==> src/rtl/mips32_mdu_pkg.sv <==
// Shared definitions for the MIPS32 multiply/divide unit: op encoding,
// FSM state encoding and the default datapath width.
package mips32_mdu_pkg;

  localparam int XLEN_DEFAULT = 32;

  typedef enum logic [2:0] {
    OP_MULTU = 3'd0,
    OP_MULT  = 3'd1,
    OP_DIVU  = 3'd2,
    OP_DIV   = 3'd3,
    OP_MTHI  = 3'd4,
    OP_MTLO  = 3'd5
  } mdu_op_e;

  typedef enum logic [1:0] {
    ST_IDLE = 2'd0,
    ST_ITER = 2'd1,
    ST_FIX  = 2'd2
  } mdu_state_e;

endpackage

==> src/rtl/mips32_mdu_step.sv <==
// One iteration of the MDU datapath: shift-add multiply or restoring
// shift-subtract divide, selected by div_mode.
module mips32_mdu_step
  import mips32_mdu_pkg::*;
#(
  parameter int XLEN = XLEN_DEFAULT
) (
  input  logic            div_mode,
  input  logic [XLEN-1:0] acc,
  input  logic [XLEN-1:0] low,
  input  logic [XLEN-1:0] operand,
  output logic [XLEN-1:0] acc_nxt,
  output logic [XLEN-1:0] low_nxt
);

  logic [XLEN:0] sum;
  logic [XLEN:0] shifted;
  logic [XLEN:0] trial;

  always_comb begin
    sum     = {1'b0, acc} + (low[0] ? {1'b0, operand} : '0);
    // Partial remainder is XLEN+1 bits wide; the top bit of trial is the borrow.
    shifted = {acc, low[XLEN-1]};
    trial   = shifted - {1'b0, operand};
    if (div_mode) begin
      if (!trial[XLEN]) begin
        acc_nxt = trial[XLEN-1:0];
        low_nxt = {low[XLEN-2:0], 1'b1};
      end else begin
        acc_nxt = shifted[XLEN-1:0];
        low_nxt = {low[XLEN-2:0], 1'b0};
      end
    end else begin
      acc_nxt = sum[XLEN:1];
      low_nxt = {sum[0], low[XLEN-1:1]};
    end
  end

endmodule

==> src/rtl/mips32_mdu.sv <==
// Iterative multiply/divide unit holding HI/LO. Busy_EX stalls EX while
// iterating; Done_EX pulses the cycle HI/LO show a new result.
module mips32_mdu
  import mips32_mdu_pkg::*;
#(
  parameter int XLEN = XLEN_DEFAULT
) (
  input  logic            Clk,
  input  logic            Reset,
  input  logic            Start_EX,
  input  logic [2:0]      Op_EX,
  input  logic [XLEN-1:0] Operand_A_EX,
  input  logic [XLEN-1:0] Operand_B_EX,
  output logic            Busy_EX,
  output logic            Done_EX,
  output logic            Div_By_Zero_EX,
  output logic [XLEN-1:0] HI_EX,
  output logic [XLEN-1:0] LO_EX,
  output logic [1:0]      State_Dbg_EX
);

  localparam logic [1:0] IDLE = ST_IDLE;
  localparam logic [1:0] ITER = ST_ITER;
  localparam logic [1:0] FIX  = ST_FIX;
  localparam int CW = $clog2(XLEN);

  logic [1:0]      state;
  logic [CW-1:0]   cnt;
  logic [XLEN-1:0] acc, low, opnd;
  logic [XLEN-1:0] acc_nxt, low_nxt;
  logic            div_mode, res_neg, rem_neg, dbz;

  logic            a_neg, b_neg;
  logic [XLEN-1:0] a_abs, b_abs;
  logic [2*XLEN-1:0] prod_fix;
  logic [XLEN-1:0] quo_fix, rem_fix;

  assign State_Dbg_EX = state;

  // Magnitudes are only taken for the signed ops (odd op codes).
  always_comb begin
    a_neg    = Op_EX[0] & Operand_A_EX[XLEN-1];
    b_neg    = Op_EX[0] & Operand_B_EX[XLEN-1];
    a_abs    = a_neg ? -Operand_A_EX : Operand_A_EX;
    b_abs    = b_neg ? -Operand_B_EX : Operand_B_EX;
    prod_fix = res_neg ? -{acc, low} : {acc, low};
    quo_fix  = res_neg ? -low : low;
    rem_fix  = rem_neg ? -acc : acc;
  end

  mips32_mdu_step #(.XLEN(XLEN)) u_step (
    .div_mode (div_mode),
    .acc      (acc),
    .low      (low),
    .operand  (opnd),
    .acc_nxt  (acc_nxt),
    .low_nxt  (low_nxt)
  );

  always_ff @(posedge Clk) begin
    if (Reset) begin
      state          <= IDLE;
      cnt            <= '0;
      acc            <= '0;
      low            <= '0;
      opnd           <= '0;
      div_mode       <= 1'b0;
      res_neg        <= 1'b0;
      rem_neg        <= 1'b0;
      dbz            <= 1'b0;
      Busy_EX        <= 1'b0;
      Done_EX        <= 1'b0;
      Div_By_Zero_EX <= 1'b0;
      HI_EX          <= '0;
      LO_EX          <= '0;
    end else begin
      Done_EX        <= 1'b0;
      Div_By_Zero_EX <= 1'b0;
      case (state)
        IDLE: begin
          if (Start_EX) begin
            if (!Op_EX[2]) begin
              div_mode <= Op_EX[1];
              res_neg  <= a_neg ^ b_neg;
              rem_neg  <= a_neg;
              dbz      <= Op_EX[1] && (Operand_B_EX == '0);
              cnt      <= '0;
              acc      <= '0;
              // Divide keeps the dividend in low and divisor as the operand;
              // multiply keeps the multiplier in low.
              opnd     <= Op_EX[1] ? b_abs : a_abs;
              low      <= Op_EX[1] ? a_abs : b_abs;
              Busy_EX  <= 1'b1;
              state    <= ITER;
            end else if (Op_EX == OP_MTHI) begin
              HI_EX   <= Operand_A_EX;
              Done_EX <= 1'b1;
            end else if (Op_EX == OP_MTLO) begin
              LO_EX   <= Operand_A_EX;
              Done_EX <= 1'b1;
            end
          end
        end
        ITER: begin
          acc <= acc_nxt;
          low <= low_nxt;
          cnt <= cnt + 1'b1;
          if (cnt == CW'(XLEN-1)) state <= FIX;
        end
        FIX: begin
          if (div_mode) begin
            HI_EX <= rem_fix;
            LO_EX <= dbz ? '1 : quo_fix;
            Div_By_Zero_EX <= dbz;
          end else begin
            HI_EX <= prod_fix[2*XLEN-1:XLEN];
            LO_EX <= prod_fix[XLEN-1:0];
          end
          Done_EX <= 1'b1;
          Busy_EX <= 1'b0;
          state   <= IDLE;
        end
        default: state <= IDLE;
      endcase
    end
  end

endmodule

==> config.mk <==
export PLATFORM = sky130hd
export DESIGN_NAME = mips32_mdu
export DESIGN_NICKNAME = d
export VERILOG_FILES = /design/src/rtl/mips32_mdu_pkg.sv /design/src/rtl/mips32_mdu_step.sv /design/src/rtl/mips32_mdu.sv
export SDC_FILE = /design/constraint.sdc
export NUM_CORES = 1
export LEC_CHECK = 0
export CORE_UTILIZATION = 23
export CTS_BUF_LIST = sky130_fd_sc_hd__clkbuf_4 sky130_fd_sc_hd__clkbuf_8
export CTS_CLUSTER_DIAMETER = 200
export DETAILED_ROUTE_END_ITERATION = 8
export PLACE_DENSITY = 0.39
export SYNTH_ARGS = -nofsm -noshare
export SYNTH_HDL_FRONTEND = slang
export SYNTH_SLANG_ARGS = --single-unit
==> constraint.sdc <==
create_clock -name Clk -period 9.1 [get_ports Clk]
set_input_delay 2.275 -clock Clk [delete_from_list [all_inputs] [get_ports Clk]]
set_output_delay 2.275 -clock Clk [all_outputs]
set_load 0.005 [all_outputs]
-- After elaboration in Yosys (flattened, before gate mapping)
Index checks and enable logic that the tools add are counted.
- register bits: 174
- bits of input ports: 70
- output and inout bits: 69
- word-level logic and storage cells: 97
- $add $sub $neg: 8
- equal/unequal tests: 12
- multiplexer cells: 45
- bitwise logic cells: 6
- reductions and logical operators: 12
- operators with widths (kind ; number):
    32-bit 2-to-1 mux ; 24
    32-bit case mux with 2 select lines ; 4
    32-bit negator ; 4
    64-bit 2-to-1 mux ; 1
    64-bit negator ; 1
    32-bit by 33-bit adder with 33-bit output ; 1
    33-bit by 32-bit subtractor with 33-bit output ; 1
    32-bit logical NOT ; 1
    2-bit inequality test (second input constant) ; 7
    3-bit AND reduction ; 4
    5-bit 2-to-1 mux ; 2
    5-bit case mux with 2 select lines ; 1
    1-bit 2-to-1 mux ; 7
    3-bit == test (second input constant) ; 2
    2-bit 2-to-1 mux ; 3
    5-bit by 1-bit adder with 5-bit output (second input constant) ; 1
    5-bit == test (second input constant) ; 1
    5-bit AND reduction ; 1
    1-bit case mux with 2 select lines ; 2
    2-bit case mux with 2 select lines ; 1
    4-bit AND reduction ; 1
    2-bit nonzero test ; 2
    1-bit inverter ; 3
    3-bit OR reduction ; 1
    other kinds (6) ; 7

-- Logic depth before layout (Yosys ltp)
Gate-level depths: netlist (run 1).
- depth in word-level cells: 6
- depth in mapped cells: 15
- depth with buffers taken out: 13

-- Modules after synthesis
A second synthesis (run 1) with hierarchy kept.
- cells, all modules: 1971
- area total of the unflattened synthesis: 14742.9 um^2
- modules (own cells, without submodules) (module ; instances ; cells each ; area an instance (um^2) ; sequential area each (um^2)):
    mips32_mdu ; 1 ; 1307 ; 10162.2 ; 3483.3
    mips32_mdu_step ; 1 ; 664 ; 4580.6 ; 0.0

-- Worst setup path after synthesis (run 1)
OpenSTA, ideal clock, no wires.
- kind: input to register
- start point: in Operand_A_EX[11]
- end point: reg low[30]
- library setup time: 122 ps
- data arrival time: 4338 ps
- data required time: 8978 ps
- path slack: 4640 ps
- stages on the path: 8
- path buffers: 0
- cell sequence: or4_4 -> or4_4 -> o41ai_4 -> o21ai_2 -> xor2_1 -> nand2_1 -> o21ai_1 -> a221o_1
- longest elaborated chain between the ends: 6
- RTL lines (element ; RTL line ; source):
    start: declaration ; mips32_mdu.sv:12 ; input logic [XLEN-1:0] Operand_A_EX,
    32-bit negator ; mips32_mdu.sv:44 ; a_abs = a_neg ? -Operand_A_EX : Operand_A_EX;
    32-bit 2-to-1 mux ; mips32_mdu.sv:44 ;
    32-bit 2-to-1 mux ; mips32_mdu.sv:92 ; low <= Op_EX[1] ? a_abs : b_abs;
    32-bit 2-to-1 mux ; mips32_mdu.sv:82 ; if (!Op_EX[2]) begin
    32-bit 2-to-1 mux ; mips32_mdu.sv:81 ; if (Start_EX) begin
    32-bit case mux with 2 select lines ; mips32_mdu.sv:79 ; case (state)
    end signal: assignment ; mips32_mdu.sv:92 ;
    end signal: assignment ; mips32_mdu.sv:106 ; low <= low_nxt;
    end: declaration ; mips32_mdu.sv:29 ; logic [XLEN-1:0] acc, low, opnd;
No other way between the ends. The select of a mux whose other input is x is not followed.
A chain may end at the register's enable or synchronous reset.

-- Worst setup path in the final report (run 1)
- start point: in Operand_A_EX[9]
- end point: reg low[30]
The elaborated chain is that of the path after synthesis.

==> summary.txt, run 1 <==
Worst hold path
  • Worst Hold Launch: opnd[16]
  • HP Class: reg -> reg
  • Hold depth: 2
  • Hold path endpoint: opnd[16]

Detailed routing
  • Via-to-Cell Ratio: 5.25
  • Routed len/inst: 22.9 um
  • Via count: 15.0k
  • Final antenna-violating net count: 0
  • Pre-antenna DRT Iters: 5
  • Residual DRC: 0
  • 1st-iter DRT viols: 1140
  • WL final: 65500 um

Finish
  • Antenna cells: 0
  • Filler instances: 6857
  • P&R area growth vs syn: 16.5%
  • Share of post-route cells with drive strength above 1: 4.86%
  • Final core area utilization: 27.3%
  • Register area: 3480 um2
  • Fin nets: 2147
  • Final instance area: 16900 um2
  • Area of the multi-input gates: 10200 um2

Floorplanning
  • Row cnt: 91
  • Die height: 253 um
  • Initial core utilization: 23.4%
  • Core area: 61900 um2
  • Ports: 139
  • Die X: 253 um
  • Die area: 64000 um2

STA
  • TNS Setup: 0 ns
  • Setup repair after global routing missed its margin: no
  • Peak Freq: 0.204 GHz
  • Final Setup Violations: 0
  • Max-slew headroom: 23.0%
  • Final Cycle Share: 53.8%
  • Final Hold Vio Count: 0
  • Minimum clock period: 4.89 ns
  • Slew at the pin with the worst max-slew slack: 1.16 ns
  • Max Slew Vio Count: 0
  • Worst Skew: 0.0157 ns

GRT
  • Largest net degree at the start of global routing: 66
  • First-pass GRT wire length: 95400 um
  • Gr usage total: 20.2%
  • Vias in the first global route: 14.2k
  • Global route overflow: 0
  • Initial antenna violation count: 1

Place
  • Area post-placement: 16500 um2
  • Port-buffer cells: 138
  • Placer Congestion: 0.903
  • Hpwl dp: 51000 um

Synth
  • Synth async-reset ratio: 0%
  • Number of flops mapped to enable cells by yosys: 0
  • Netlist cell types: 86
  • Yosys reg bits: 174
  • Yosys warns: 0
  • Seq/Total Area, Yosys: 24.0%
  • Avg Synthesized Cell Area: 7.38 um2
  • Mapped Area: 14500 um2
  • Syn Nets: 2105
  • Cells after Synth: 1963
  • Main synth FF type: dfxtp_1

Critical path
  • Crit-path slowest cell: clkdlybuf4s50_1
  • CP bufs+invs: 1
  • Worst EP arrival: 5.30 ns
  • Top delay family on crit path: simple AND/OR/NAND/NOR gates
  • Startpoint types: input pin
  • End of the worst register-to-register path: acc[14]
  • CP Class: in -> reg
  • CP cell instances: clkdlybuf4s50_1 -> or4_4 -> or4_4 -> o41ai_4 -> o21ai_2 -> xor2_1 -> nand2_1 -> o21ai_1 -> a221o_1
  • CP endpoint kind: register
  • FF-to-FF setup slack: 4.60 ns
  • Crit path largest cell delay: 0.60 ns
  • CP Max Fanout: 6
  • R2R Path Start: low[31]
  • Critical Path RT: 9.51 ns
  • Cell mode on critical path: or4_4
  • R2r worst-path depth: 13

Run
  • Maxcap violations: 0

Clocking
  • Hold_buf cts: 0
  • Clock latency on the worst-skew pair: 0.52 ns
  • Reg clk slew, reported paths: 0.10 ns
  • Post-CTS setup buffer count: 0
  • Post_cts resized: 0
  • CTS Buffer Depth: 2
  • CTS sink cnt: 174
  • Num CTS Buffers: 17
  • Clock root buffer: clkbuf_8
  • # H-tree levels: 4
  • CTS tree: built

Power and ir drop
  • Leakage: 6.10 nW
  • VDD IR max: 97.2 uV
  • Power per standard cell area: 124 nW/um2

Status
  • Status: finished, final reports clean
==> worst register-to-register path, delay by kind of cell, from the launching register on <==
| kind | cells | cell delay, ns |
|---|---|---|
| compound gates | 5 | 1.50 |
| fa+ha+maj | 2 | 0.68 |
| buf+inv | 2 | 0.69 |
| flops | 1 | 0.62 |
| mux | 1 | 0.44 |
| simple gates | 3 | 0.43 |
==> registers in the layout, summed over array words and instances (netlist names) <==
register / count
HI_EX: 32
LO_EX: 32
acc: 32
low: 32
opnd: 32
cnt: 5
State_Dbg_EX: 2
Busy_EX: 1
Div_By_Zero_EX: 1
Done_EX: 1
dbz: 1
div_mode: 1
rem_neg: 1
res_neg: 1
==> metrics by stage <==
step                      hold WS (ns)  power (mW)  instances  worst slack, ns
after floorplan                  0.425        1.25       1963             4.64
after global placement           0.444        1.50       2823             3.70
after detailed placement         0.446        1.50       2823             3.69
after CTS                        0.462        2.11       2855             4.27
after global routing             0.485        2.21       2855             4.04
final                            0.459        2.10       2855             4.21
==> cells in the final DEF (no fill, tap or decap), types with 9 or more instances in the layout <==
cell | synthesis | layout
nor2_1 | 243 | 242
a21oi_1 | 214 | 214
nand2_1 | 188 | 188
dfxtp_1 | 174 | 173
clkdlybuf4s50_1 | 0 | 136
o21ai_0 | 123 | 123
xnor2_1 | 90 | 90
a211oi_1 | 83 | 83
xor2_1 | 81 | 81
ha_1 | 70 | 70
inv_1 | 61 | 61
mux2i_1 | 45 | 45
nor3_1 | 44 | 43
a21o_1 | 27 | 27
o221ai_1 | 27 | 27
nand2b_1 | 26 | 26
nand3_1 | 25 | 25
o211ai_1 | 25 | 25
a31oi_1 | 24 | 24
buf_4 | 4 | 23
clkbuf_8 | 8 | 18
o31ai_1 | 16 | 16
and3_1 | 13 | 13
or4_1 | 13 | 13
a22oi_1 | 13 | 13
nor2b_1 | 14 | 12
nor4_1 | 12 | 12
nand4_1 | 12 | 12
or3_1 | 11 | 11
a311oi_1 | 11 | 11
a2111oi_0 | 11 | 11
and2_1 | 10 | 10
o21ai_1 | 9 | 9
==> metal layers <==
metal,up-vias,track usage (%),share of wire (%)
li1,7202,-,-
met1,7311,28.6,47
met2,423,30.9,44
met3,56,3.97,6.1
met4,2,5.33,2.2
met5,-,0,0.020
==> how the worst max path moves through the flow <==
stage	start	to	slack, ns	cells after the start
after floorplan	Operand_A_EX[11]	low[30]	4.64	8
after global placement	Operand_A_EX[11]	opnd[26]	3.70	9
after detailed placement	Operand_A_EX[10]	low[29]	3.69	10
after CTS	Operand_A_EX[10]	opnd[28]	4.27	9
after global routing	Operand_A_EX[11]	low[27]	4.04	10
final	Operand_A_EX[9]	low[30]	4.21	9
==> layout make-up <==
type / count / area share [%]
multi-input combinational: 1591 / 60.3
sequential: 174 / 20.6
timing repair buffer: 160 / 9.11
tap: 837 / 6.20
clock buffer: 19 / 1.51
inverter: 61 / 1.36
clock inverter: 13 / 0.926
==> where the power goes <==
part / internal, mW / switching, mW / total [mW]
clock: 0.261 / 0.352 / 0.613
sequential: 0.794 / 0.0532 / 0.847
combinational: 0.234 / 0.405 / 0.639
total: 1.29 / 0.810 / 2.10
==> cell usage after synthesis (7+ instances only) <==
library cell / instances / area, um2
o41ai_1: 7 / 61.3
nand2_1: 188 / 706
nand4_1: 12 / 75.1
and2_1: 10 / 62.6
o21ai_0: 123 / 616
nor3_1: 44 / 220
mux2i_1: 45 / 450
and3_1: 13 / 81.3
a211oi_1: 83 / 623
or4_1: 13 / 97.6
nor4_1: 12 / 75.1
clkbuf_1: 110 / 413
dfxtp_1: 174 / 3480
xor2_1: 81 / 709
a2111oi_0: 11 / 96.3
nand3_1: 25 / 125
or3_1: 11 / 68.8
a22oi_1: 13 / 97.6
nor2b_1: 14 / 87.6
o221ai_1: 27 / 236
clkbuf_8: 8 / 110
inv_1: 61 / 229
a21oi_1: 214 / 1070
o21ai_1: 9 / 45.0
xnor2_1: 90 / 788
a21o_1: 27 / 203
o211ai_1: 25 / 188
a31oi_1: 24 / 150
ha_1: 70 / 876
o31ai_1: 16 / 120
nand2b_1: 26 / 163
nor2_1: 243 / 912
or2_2: 8 / 50.1
a311oi_1: 11 / 96.3
a221oi_1: 7 / 61.3
==> cells by family after synthesis <==
logic type	Yosys count	share of synthesized area, %
multiplexers	48	3.34
XOR/XNOR	171	10.3
AO/OA/AOI/OAI	654	29.3
AND/OR/NAND/NOR	646	20.6
buffers and inverters	198	6.03
flip-flops	174	24.0
adder cells (fa/ha/maj)	72	6.32
No activity file was read; power rests on OpenSTA's default activity.
==> inputs of run 2 (changes only) <==
--- a/config.mk
+++ b/config.mk
@@ -9,7 +9,7 @@
 export CTS_BUF_LIST = sky130_fd_sc_hd__clkbuf_4 sky130_fd_sc_hd__clkbuf_8
 export CTS_CLUSTER_DIAMETER = 200
 export DETAILED_ROUTE_END_ITERATION = 8
-export PLACE_DENSITY = 0.39
+export PLACE_DENSITY = 0.4
 export SYNTH_ARGS = -nofsm -noshare
 export SYNTH_HDL_FRONTEND = slang
 export SYNTH_SLANG_ARGS = --single-unit
==> constraint.sdc (replaced) <==
create_clock -name Clk -period 4.31 [get_ports Clk]
set_input_delay 1.0775 -clock Clk [delete_from_list [all_inputs] [get_ports Clk]]
set_output_delay 1.0775 -clock Clk [all_outputs]
set_load 0.005 [all_outputs]
==> run 2 against run 1 <==
  * Sequential cell count stayed put
  * First-iteration DRC count is 13% higher
  * Register-to-register slack worse by 4.3 ns
  * Critical path depth is 6 higher
  * Via count is 2.0% higher
  * Die area stayed put
  * Clock power is 110% higher
  * Routed wire length is 2.2% higher
  * Combinational power is 120% higher
  * Cell area is 3.3% higher
  * Power is 110% higher
  * Largest power group unchanged
  * Count of clock-buffer cells in the layout stayed put
==> summary.txt, run 2 (synthesized netlist as in run 1, its figures left out) <==
Critical path
  • Startpoint types: register
  • Crit path largest cell delay: 0.56 ns (-0.04 ns)
  • Crit-path slowest cell: a31oi_1
  • CP bufs+invs: 3 (+2)
  • CP cell instances: buf_4 -> and2_1 -> ha_1 -> inv_1 -> fa_1 -> nand2b_1 -> a211o_1 -> a31oi_1 -> a211oi_1 -> buf_4 -> a21oi_1 -> o211ai_1 -> or3_1 -> o211ai_1 -> a21o_1
  • Critical Path RT: 4.80 ns (-4.71 ns)
  • CP endpoint kind: register
  • CP Max Fanout: 5 (-1)
  • Worst EP arrival: 4.50 ns (-0.80 ns)
  • CP Class: reg -> reg
  • Top delay family on crit path: compound AO/OA/AOI/OAI gates

GRT
  • Global route overflow: 0 (unchanged)
  • Gr usage total: 20.6% (+0.44 points)
  • Vias in the first global route: 14.7k (+3.5%)
  • Met1 usage: 29.6% (+1.0 points)
  • First-pass GRT wire length: 97700 um (+2.4%)
  • Largest net degree at the start of global routing: 65 (-1.5%)
  • Initial antenna violation count: 5 (+4)
  • Met3 Usage GRT: 2.83% (-1.1 points)
  • GRT busiest layer: met2
  • Grt met2 use: 31.9% (+1.1 points)

STA
  • Final Setup Violations: 0 (unchanged)
  • Peak Freq: 0.249 GHz
  • Max Slew Vio Count: 0 (unchanged)
  • Final Hold Vio Count: 0 (unchanged)
  • Minimum clock period: 4.02 ns
  • Max-slew headroom: 19.0% (-4.0 points)
  • Setup repair after global routing missed its margin: no
  • Worst Skew: 0.0237 ns (+0.00795 ns)
  • Slew at the pin with the worst max-slew slack: 1.21 ns (+0.0594 ns)
  • TNS Setup: 0 ns (unchanged)
  • Min Hold Slack: 0.458 ns (-0.00173 ns)
  • Final Cycle Share: 93.2%

Finish
  • Post-Layout Cell Count: 2928 (+2.6%)
  • Filler instances: 6935 (+1.1%)
  • Share of post-route cells with drive strength above 1: 8.09% (+3.2 points)
  • P&R area growth vs syn: 20.4%
  • Fin nets: 2219 (+3.4%)
  • Commonest non-fill, non-tap cell in the layout: nor2_1
  • Most frequent cells in the layout: nor2_1 (243), a21oi_1 (214), nand2_1 (188), dfxtp_1 (173), clkdlybuf4s50_1 (136)

Place
  • Port-buffer cells: 138 (unchanged)
  • Number of placed cells counting well taps: 2895 (+2.6%)
  • Placer Congestion: 0.891 (-1.3%)
  • Hpwl dp: 53000 um (+3.9%)

Floorplanning
  • Die X: 253 um (unchanged)
  • Initial core utilization: 23.4% (unchanged)
  • Die area: 64000 um2 (unchanged)
  • Die height: 253 um (unchanged)
  • Core area: 61900 um2 (unchanged)
  • Row cnt: 91 (unchanged)
  • Ports: 139 (unchanged)

Run
  • Maxcap violations: 0 (unchanged)

Power and ir drop
  • VDD IR max: 227 uV (+130%)
  • Power per standard cell area: 256 nW/um2 (+110%)
  • Total power: 4.47 mW (+110%)
  • Leakage: 6.46 nW (+6.0%)

Clocking
  • # H-tree levels: 4 (unchanged)
  • Post-CTS setup buffer count: 0 (unchanged)
  • Clock root buffer: clkbuf_8
  • Clock latency on the worst-skew pair: 0.54 ns (+0.02 ns)
  • CTS tree: built
  • CTS Buffer Depth: 2 (unchanged)
  • CTS sink cnt: 174 (unchanged)
  • Post_cts resized: 0 (unchanged)
  • Hold_buf cts: 0 (unchanged)
  • Num CTS Buffers: 17 (unchanged)
  • Reg clk slew, reported paths: 0.12 ns (+0.02 ns)

Detailed routing
  • Via-to-Cell Ratio: 5.22 (-0.56%)
  • 1st-iter DRT viols: 1290 (+13%)
  • WL final: 66900 um (+2.2%)
  • Final antenna-violating net count: 0 (unchanged)
  • Residual DRC: 0 (unchanged)
  • Routed len/inst: 22.9 um (-0.37%)
  • Via count: 15.3k (+2.0%)
  • Pre-antenna DRT Iters: 5 (unchanged)

Worst hold path
  • HP Class: reg -> reg

Status
  • Status: finished, final reports clean
[run 2: final cells by class]
| class | count | area, um2 | share of cell area (%) |
|---|---|---|---|
| clock inverter | 13 | 146 | 0.839 |
| tap | 837 | 1050 | 6.00 |
| inverter | 61 | 229 | 1.31 |
| clock buffer | 19 | 262 | 1.50 |
| multi-input combinational | 1591 | 10200 | 58.3 |
| antenna | 1 | 2.50 | 0.0143 |
| timing repair buffer | 232 | 2100 | 12.1 |
| sequential | 174 | 3480 | 20.0 |
[run 2: per-stage QoR]
step	worst slack (ns)	util, %	instance area (um2)
6_report	0.294	28.2	17500
5_1_grt	0.0101	28.2	17400
4_1_cts	0.312	28.2	17400
3_5_place_dp	0.180	27.5	17000
3_3_place_gp	0.185	27.5	17000
2_1_floorplan	1.05	-	14500
[run 2: tightest hold or removal path, cell delays in order, from the launching register on]
cell     delay (ns)
dfxtp_1        0.32
nand2_1        0.05
o21ai_1        0.05
[run 2: layer usage]
metal / up-vias / wire (um)
li1: 7349 / -
met1: 7446 / 32200
met2: 421 / 29800
met3: 73 / 3350
met4: 2 / 1540
met5: - / 12
[run 2: final timing paths]
kind / startpoint / endpoint / slack [ns] / cells past startpoint
setup / recovery: low[0] / acc[29] / 0.29 / 15
hold / removal: opnd[29] / opnd[29] / 0.46 / 2
setup reg to reg: low[0] / acc[29] / 0.29 / 15
hold reg to reg: opnd[29] / opnd[29] / 0.46 / 2
[run 2: power by group]
| part | internal, mW | leakage [nW] | total, mW | switching [mW] |
|---|---|---|---|---|
| Sequential | 1.68 | 1.42 | 1.78 | 0.101 |
| Combinational | 0.536 | 4.84 | 1.41 | 0.870 |
| Clock | 0.512 | 0.205 | 1.28 | 0.772 |
| Total | 2.72 | 6.46 | 4.47 | 1.74 |
==> inputs of run 3 (changes only) <==
==> constraint.sdc (replaced) <==
create_clock -name Clk -period 4.31 [get_ports Clk]
set_input_delay 1.0775 -clock Clk [delete_from_list [all_inputs] [get_ports Clk]]
set_output_delay 1.0775 -clock Clk [all_outputs]
set_load 0.05 [all_outputs]
==> run 3 against run 2 <==
  * Maximum frequency grew 1.1%
  * Critical path type unchanged
  * First-iteration DRC count shrank 3.5%
  * Routed wire length grew 0.16%
  * Register-to-register slack gained 0.05 ns
  * Largest power group unchanged
  * Final cell count is the same
  * Critical endpoint unchanged
  * Hold slack gained 0.0025 ns
  * Non-clock buffer count shrank 2
==> summary.txt, run 3 (synthesized netlist as in run 1, its figures left out) <==
Status
  • Status: finished, final reports clean

Finish
  • Filler instances: 6921 (-0.20%)
  • Most frequent cells in the layout: nor2_1 (243), a21oi_1 (214), nand2_1 (188), dfxtp_1 (173), clkdlybuf4s50_1 (136)
  • Commonest non-fill, non-tap cell in the layout: nor2_1
  • Final core area utilization: 28.1% (-0.052 points)
  • Share of post-route cells with drive strength above 1: 8.00% (-0.088 points)
  • P&R area growth vs syn: 20.2%
  • Fin nets: 2217 (-0.090%)

Detailed routing
  • Via-to-Cell Ratio: 5.24 (+0.39%)
  • WL final: 67000 um (+0.16%)
  • Routed len/inst: 22.9 um (+0.16%)
  • 1st-iter DRT viols: 1245 (-3.5%)
  • Final antenna-violating net count: 0 (unchanged)
  • Residual DRC: 0 (unchanged)
  • Via count: 15.4k (+0.39%)
  • Pre-antenna DRT Iters: 7 (+2)

GRT
  • Global route overflow: 0 (unchanged)
  • First-pass GRT wire length: 98800 um (+1.1%)
  • Gr usage total: 20.8% (+0.20 points)
  • Largest net degree at the start of global routing: 65 (unchanged)
  • Initial antenna violation count: 4 (-1)
  • Vias in the first global route: 14.8k (+0.70%)

Critical path
  • R2R Path Start: low[0]
  • CP cell instances: buf_4 -> and2_1 -> ha_1 -> inv_1 -> fa_1 -> nand2b_1 -> a211o_1 -> a31oi_1 -> a211oi_1 -> buf_4 -> a21oi_1 -> o211ai_1 -> or3_1 -> o211ai_1 -> a21o_1
  • CP Max Fanout: 5 (unchanged)
  • CP bufs+invs: 3 (unchanged)
  • Crit path largest cell delay: 0.53 ns (-0.03 ns)
  • FF-to-FF setup slack: 0.34 ns (+0.05 ns)
  • Worst EP arrival: 4.47 ns (-0.03 ns)
  • Critical Path RT: 4.80 ns (about the same)
  • R2r worst-path depth: 15 (unchanged)
  • CP endpoint kind: register
  • Crit-path slowest cell: a31oi_1
  • End of the worst register-to-register path: acc[29]
  • Startpoint types: register
  • CP Class: reg -> reg
  • Top delay family on crit path: compound AO/OA/AOI/OAI gates

STA
  • Max-slew headroom: 19.0% (-0.049 points)
  • Minimum clock period: 3.97 ns (-0.0456 ns)
  • Worst Skew: 0.0224 ns (-0.00132 ns)
  • Max Slew Vio Count: 0 (unchanged)
  • Final Setup Violations: 0 (unchanged)
  • Final Hold Vio Count: 0 (unchanged)
  • Final Cycle Share: 92.1% (-1.1 points)
  • Setup repair after global routing missed its margin: no
  • TNS Setup: 0 ns (unchanged)
  • Peak Freq: 0.252 GHz (+1.1%)
  • Slew at the pin with the worst max-slew slack: 1.22 ns (+0.000733 ns)

Worst hold path
  • Hold depth: 2 (unchanged)
  • HP Class: reg -> reg
  • Hold path endpoint: opnd[11]
  • Worst Hold Launch: opnd[11]

Floorplanning
  • Die height: 253 um (unchanged)
  • Initial core utilization: 23.4% (unchanged)
  • Die X: 253 um (unchanged)
  • Ports: 139 (unchanged)
  • Die area: 64000 um2 (unchanged)
  • Core area: 61900 um2 (unchanged)
  • Row cnt: 91 (unchanged)

Power and ir drop
  • Clock Power Share: 27.6% (-1.1 points)
  • Int Power: 2.66 mW (-2.2%)
  • Sw frac: 40.4% (+1.4 points)
  • VDD IR max: 227 uV (about the same)
  • Psw: 1.81 mW (+3.7%)
  • Seq pwr share: 39.9% (about the same)
  • Power per standard cell area: 257 nW/um2 (+0.28%)
  • Logic gate share of total power: 32.6% (+1.1 points)
  • Leakage: 6.44 nW (-0.38%)

Clocking
  • Post-CTS setup buffer count: 0 (unchanged)
  • Post_cts resized: 0 (unchanged)
  • # H-tree levels: 4 (unchanged)
  • CTS sink cnt: 174 (unchanged)
  • Num CTS Buffers: 17 (unchanged)
  • Clock latency on the worst-skew pair: 0.55 ns (about the same)
  • CTS Buffer Depth: 2 (unchanged)
  • Clock root buffer: clkbuf_8
  • CTS tree: built
  • Hold_buf cts: 0 (unchanged)
  • Reg clk slew, reported paths: 0.12 ns (about the same)

Run
  • Maxcap violations: 0 (unchanged)

Place
  • Placer Congestion: 0.889 (-0.25%)
  • Hpwl dp: 52800 um (-0.27%)
  • Port-buffer cells: 138 (unchanged)
-- run 3: cell types whose count changed in the layout (fill, tap and decap cells not counted) --
cell,delta
buf_4,-2
clkinvlp_4,+1
bufinv_16,-1
diode_2,+2
-- run 3: how the worst max path moves through the flow --
stage                                 from       end  depth (start not counted)
after floorplan           Operand_A_EX[11]   low[30]                          8
after CTS                           low[0]   acc[29]                         15
after detailed placement  Operand_A_EX[11]  opnd[26]                          9
after global placement    Operand_A_EX[11]  opnd[26]                          9
final                               low[0]   acc[29]                         15
after global routing                low[0]   acc[29]                         15
-- run 3: area by class of cell --
class                      instances  area, um2  area share, %
clock inverter                    13        124          0.711
sequential                       174       3480           20.0
clock buffer                      19        262           1.50
multi-input combinational       1591      10200           58.4
timing repair buffer             230       2090           12.0
inverter                          61        229           1.31
tap                              837       1050           6.01
antenna                            3       7.51         0.0431
-- run 3: power groups by stage --
stage	Combinational [mW]	Sequential, mW	Clock, mW
3_5_place_dp	1.44	1.82	0
4_1_cts	1.44	1.78	1.27
6_report	1.46	1.78	1.23
3_3_place_gp	1.44	1.82	0
5_1_grt	1.58	1.79	1.33
2_1_floorplan	0.890	1.81	0
-- run 3: worst register-to-register path: cells and delay by family (launching register included) --
family	cells	cell delay, ns
compound gates	7	1.80
flops	1	0.40
simple gates	3	0.71
buf+inv	3	0.44
fa+ha+maj	2	0.58
-- run 3: per-layer routing --
metal | GRT usage, % | vias to the layer above | wire, um | share of wire, %
met3 | 3.48 | 74 | 3420 | 5.1
li1 | - | 7350 | - | -
met2 | 32.1 | 418 | 29900 | 45
met4 | 5.54 | 2 | 1460 | 2.2
met5 | 0 | - | 11 | 0.016
met1 | 29.6 | 7507 | 32200 | 48
-- run 3: metrics by stage --
step	hold WS, ns	total power, mW	area (um2)	worst slack, ns	cells
final	0.460	4.47	17400	0.339	2928
after global routing	0.482	4.70	17400	0.126	2926
after CTS	0.461	4.49	17400	0.346	2925
after detailed placement	0.446	3.26	17000	0.180	2893
after global placement	0.443	3.26	17000	0.190	2893
after floorplan	0.425	2.70	14500	1.05	1963
